[src/rtl/encoder83_queue.sv]
// Sequential 8-to-3 encoder. One-cycle request pulses on D are collected into a
// pending set and then issued one index at a time on a valid/ready handshake.
// Optional build macro: ROUND_ROBIN_EN selects rotating priority. Without it,
// the highest pending index is issued first.
module encoder83_queue (
  input  logic       clk,
  input  logic       reset,
  input  logic [7:0] D,
  input  logic       clr_ovr,
  input  logic       ready,
  output logic       valid,
  output logic [2:0] code,
  output logic [3:0] count,
  output logic       ovr
);

  typedef enum logic [0:0] {StIdle, StHold} state_e;

  state_e     state_q;
  logic [7:0] pending_q;
  logic [2:0] code_q;
  logic       ovr_q;

  logic       load;
  logic [2:0] sel_idx;
  logic [7:0] load_mask;

`ifdef ROUND_ROBIN_EN
  logic [2:0] rr_ptr_q;

  // Rotating search rr_ptr-1 down to rr_ptr. The loop runs from lowest to highest
  // priority, so the last hit is the winner.
  always_comb begin
    sel_idx = '0;
    for (int k = 8; k >= 1; k--) begin
      if (pending_q[rr_ptr_q - 3'(k)]) sel_idx = rr_ptr_q - 3'(k);
    end
  end

  // Remember the last loaded index so that the next search starts just below it.
  always_ff @(posedge clk) begin
    if (reset) begin
      rr_ptr_q <= '0;
    end else if (load) begin
      rr_ptr_q <= sel_idx;
    end
  end
`else
  // Fixed priority: the highest pending index wins (the last hit in ascending order).
  always_comb begin
    sel_idx = '0;
    for (int i = 0; i < 8; i++) begin
      if (pending_q[i]) sel_idx = 3'(i);
    end
  end
`endif

  // Load when the output slot is free or is being vacated this cycle. Only the
  // registered set takes part, so a pulse on D becomes eligible one cycle later.
  always_comb begin
    load      = ((state_q == StIdle) || ready) && (pending_q != 8'h00);
    load_mask = load ? (8'h01 << sel_idx) : 8'h00;
  end

  // Pending set: clear the loaded bit first, then merge new requests, so a
  // re-request in the load cycle stays pending.
  always_ff @(posedge clk) begin
    if (reset) begin
      pending_q <= '0;
    end else begin
      pending_q <= (pending_q & ~load_mask) | D;
    end
  end

  // Sticky overrun. Setting takes precedence over clearing in the same cycle.
  always_ff @(posedge clk) begin
    if (reset) begin
      ovr_q <= 1'b0;
    end else if ((D & pending_q & ~load_mask) != 8'h00) begin
      ovr_q <= 1'b1;
    end else if (clr_ovr) begin
      ovr_q <= 1'b0;
    end
  end

  // Output FSM. The code keeps its last value after the slot drains.
  always_ff @(posedge clk) begin
    if (reset) begin
      state_q <= StIdle;
      code_q  <= '0;
    end else begin
      unique case (state_q)
        StIdle: begin
          if (load) begin
            state_q <= StHold;
            code_q  <= sel_idx;
          end
        end
        StHold: begin
          if (ready) begin
            if (load) begin
              code_q <= sel_idx;
            end else begin
              state_q <= StIdle;
            end
          end
        end
        default: state_q <= StIdle;
      endcase
    end
  end

  // Population count of the pending register; an index already in code is excluded.
  always_comb begin
    count = '0;
    for (int i = 0; i < 8; i++) begin
      count = count + {3'b000, pending_q[i]};
    end
  end

  assign valid = (state_q == StHold);
  assign code  = code_q;
  assign ovr   = ovr_q;

endmodule

[config.mk]
export PLATFORM = sky130hd
export DESIGN_NAME = encoder83_queue
export DESIGN_NICKNAME = d
export VERILOG_FILES = /design/src/rtl/encoder83_queue.sv
export SDC_FILE = /design/constraint.sdc
export NUM_CORES = 1
export LEC_CHECK = 0
export ABC_AREA = 0
export CAP_MARGIN = 20
export CORE_MARGIN = 2
export CORE_UTILIZATION = 54
export CTS_BUF_LIST = sky130_fd_sc_hd__clkbuf_4
export CTS_CLUSTER_DIAMETER = 80
export DETAILED_ROUTE_END_ITERATION = 12
export GPL_ROUTABILITY_DRIVEN = 0
export MAX_ROUTING_LAYER = met4
export PLACE_DENSITY = 0.87
export SLEW_MARGIN = 20
export SYNTH_ARGS = -nofsm -noshare
export SYNTH_HDL_FRONTEND = slang
export SYNTH_SLANG_ARGS = --single-unit
[constraint.sdc]
create_clock -name clk -period 5.7 [get_ports clk]
set_clock_uncertainty 0.1 [all_clocks]
set_input_delay 1.425 -clock clk [delete_from_list [all_inputs] [get_ports clk]]
set_output_delay 1.425 -clock clk [all_outputs]
set_load 0.005 [all_outputs]
==> impl_metrics.py <==
metrics = {
    "routing": {
        "drt_iter0_markers": 17,
        "vias_per_cell": 5.41,
        "dr.pass1.iters": 4,
        "avgRoutedWirePerCell_um": 12.5,
        "antenna_left": 0,
        "route.detailed.drc": 0,
        "vias": 746,
        "wirelength_mm": 1.73,
    },
    "clock_tree": {
        "cts_resized": 0,
        "cts_buffers": 3,
        "cts_tree": "built",
        "clock-sinks": 13,
        "insertion_delay_ns": 0.29,
        "path_clk_slew_ns": 0.09,
        "htree_levels": 1,
        "cts_root_buf": "clkbuf_4",
        "ctsLongestPathBuffers": 2,
        "cts-hold-fix-buffers": 0,
        "postCtsSetupRepairBufs": 0,
    },
    "final_layout": {
        "num_antenna_cells": 0,
        "final_nets": 143,
        "fill_cells": 133,
        "drive_gt1_frac": 0.0984,
        "area_growth_pct": 29.0,
        "layout_commonest_cell": "clkdlybuf4s50_1",
        "final_cell_mix": "20 x clkdlybuf4s50_1, 16 x inv_1, 14 x nor2_1",
        "post-route-cell-area_um2": 1070,
    },
    "synth": {
        "avgSynthCellArea_um2": 8.32,
        "synthFlopType": "dfxtp_1",
        "ys_types": 30,
        "synthCells": 100,
        "ys_seq_area_frac": 0.313,
        "yosysWarningCount": 0,
        "syn_nets": 120,
        "synth_area_um2": 832,
        "synth-edff-count": 0,
        "synth-seq-cells": 13,
        "async_reset_ff_frac": 0,
    },
    "worst_setup_path": {
        "worstSetupPathType": "register to primary output",
        "max_stage_delay_ns": 0.53,
        "critPathMaxFanout": 3,
        "crit_buf_inv": 4,
        "critical-path-top-delay-family": "adder cells",
        "cp_slowest_cell": "fa_1",
        "required_ns": 4.18,
        "cpMostUsedCell": "fa_1",
        "worst_setup_path_end_kind": "primary output",
        "cp.arrival_ns": 3.50,
        "crit_path_cell_trace": "fa_1, inv_1, fa_1, fa_1, inv_1, ha_1, inv_1, fa_1, xnor2_1, clkdlybuf4s50_1",
        "cp-start-kind": "register",
    },
    "floorplanning": {
        "core_area_um2": 1470,
        "ios": 21,
        "die_h_um": 43.3,
        "die_w_um": 43.3,
        "die_area_um2": 1870,
        "rows": 14,
        "start_util": 0.565,
    },
    "placement": {
        "post_dp_cell_area_um2": 1040,
        "place_worst_setup_slack_ns": 0.973,
        "hpwlAfterDp_mm": 1.40,
        "port_buffers": 20,
    },
    "sta": {
        "min_period_ns": 5.02,
        "max_freq_ghz": 0.199,
        "max_slew_margin": 0.692,
        "finalHoldViolations": 0,
        "setup_violations": 0,
        "rsz0062_at_grt": "false",
        "worstMarginPinSlew_ns": 0.460,
        "fin_crit_sh": 0.881,
        "setup_tns_ns": 0,
        "drv_slew": 0,
        "setup_ws_ns": 0.677,
    },
    "run_status": {
        "status": "finished clean",
    },
    "flow_run": {
        "maxCapViolCount": 0,
    },
    "grt": {
        "grt_pass1_vias": 727,
        "grt_max_degree": 14,
        "antenna_found_initial": 0,
        "grt_pass1_wl_mm": 2.93,
        "track_usage": 0.215,
        "grt-ovfl-total": 0,
    },
    "power_and_ir_drop": {
        "p_leak_nw": 0.452,
        "max-vdd-ir-drop_mv": 0.204,
        "power_density_nw_per_um2": 259,
    },
    "worst_hold_path": {
        "min_path_type": "register to register",
    },
}
-- layer usage --
metal / wire, um / GRT usage / part of all wire / vias to the layer above
li1: - / - / - / 385
met1: 759 / 0.250 / 0.44 / 338
met2: 865 / 0.370 / 0.50 / 21
met3: 72 / 0.0255 / 0.042 / 2
met4: 30 / 0.0909 / 0.017 / 0
met5: 0 / - / 0 / -
-- registers in the layout, indices dropped and copies added (netlist names) --
signal and cells:
pending_q 8, code 3, ovr 1, valid 1
-- worst reg2reg max path, delay by kind of cell, from the launching register on --
| kind | cells | cell delay [ns] |
|---|---|---|
| buffers and inverters | 1 | 0.10 |
| AO/OA/AOI/OAI | 2 | 0.33 |
| AND/OR/NAND/NOR | 1 | 0.41 |
| flip-flops | 1 | 0.42 |
| adder cells (fa/ha/maj) | 1 | 0.23 |
-- path summary, 6_finish.rpt --
| kind | slack, ns | cells after the start | startpoint | end |
|---|---|---|---|---|
| max | 0.68 | 10 | pending_q[0]$_SDFF_PP0_ | count[2] |
| min | 0.40 | 2 | code[1]$_SDFFE_PP0P_ | code[1]$_SDFFE_PP0P_ |
| max reg2reg | 4.00 | 5 | pending_q[1]$_SDFF_PP0_ | pending_q[0]$_SDFF_PP0_ |
| min reg2reg | 0.40 | 2 | code[1]$_SDFFE_PP0P_ | code[1]$_SDFFE_PP0P_ |
-- cell families (layout without fill, tap and decap cells) --
group           Yosys count  count (layout)  share of synthesized area
flops                    13              13                      0.313
fa+ha+maj                 8               8                      0.156
xor+xnor                  1               1                     0.0105
buf+inv                  19              41                     0.0872
simple gates             31              31                      0.188
compound gates           28              28                      0.245
-- layout make-up --
cell class / count / area, um^2 / share of cell area
well taps: 16 / 20.0 / 0.0186
flip-flops and latches: 13 / 260 / 0.242
repair buffers: 20 / 200 / 0.186
multi-input cells: 68 / 499 / 0.465
clock buffers: 4 / 30.0 / 0.0280
inverters: 17 / 63.8 / 0.0594
-- per-stage QoR --
step	util	power (mW)	std cells	hold WS, ns
3_5_place_dp	0.709	0.215	134	0.386
3_3_place_gp	0.709	0.209	134	0.383
6_report	0.730	0.278	138	0.398
5_1_grt	0.730	0.294	138	0.426
4_1_cts	0.730	0.280	138	0.397
2_1_floorplan	-	0.166	100	0.386
-- power by group --
part / switching (mW) / internal, mW / total, mW
registers: 0.00889 / 0.0987 / 0.108
logic: 0.0458 / 0.0585 / 0.104
clock network: 0.0343 / 0.0320 / 0.0663
-- synthesized netlist by cell type, types with 2 or more instances --
cell / count / area, um^2
a21oi_1: 10 / 50.1
a311oi_1: 2 / 17.5
a41oi_2: 2 / 32.5
dfxtp_1: 13 / 260
fa_1: 4 / 80.1
ha_1: 4 / 50.1
inv_1: 16 / 60.1
nand2_1: 7 / 26.3
nand3_1: 2 / 10.0
nor2_1: 14 / 52.6
nor2b_1: 3 / 18.8
o21ai_0: 2 / 10.0
o21ai_1: 2 / 10.0
o22ai_1: 2 / 12.5
o31ai_1: 2 / 15.0
Note: power is estimated with default switching activity, not from simulation.
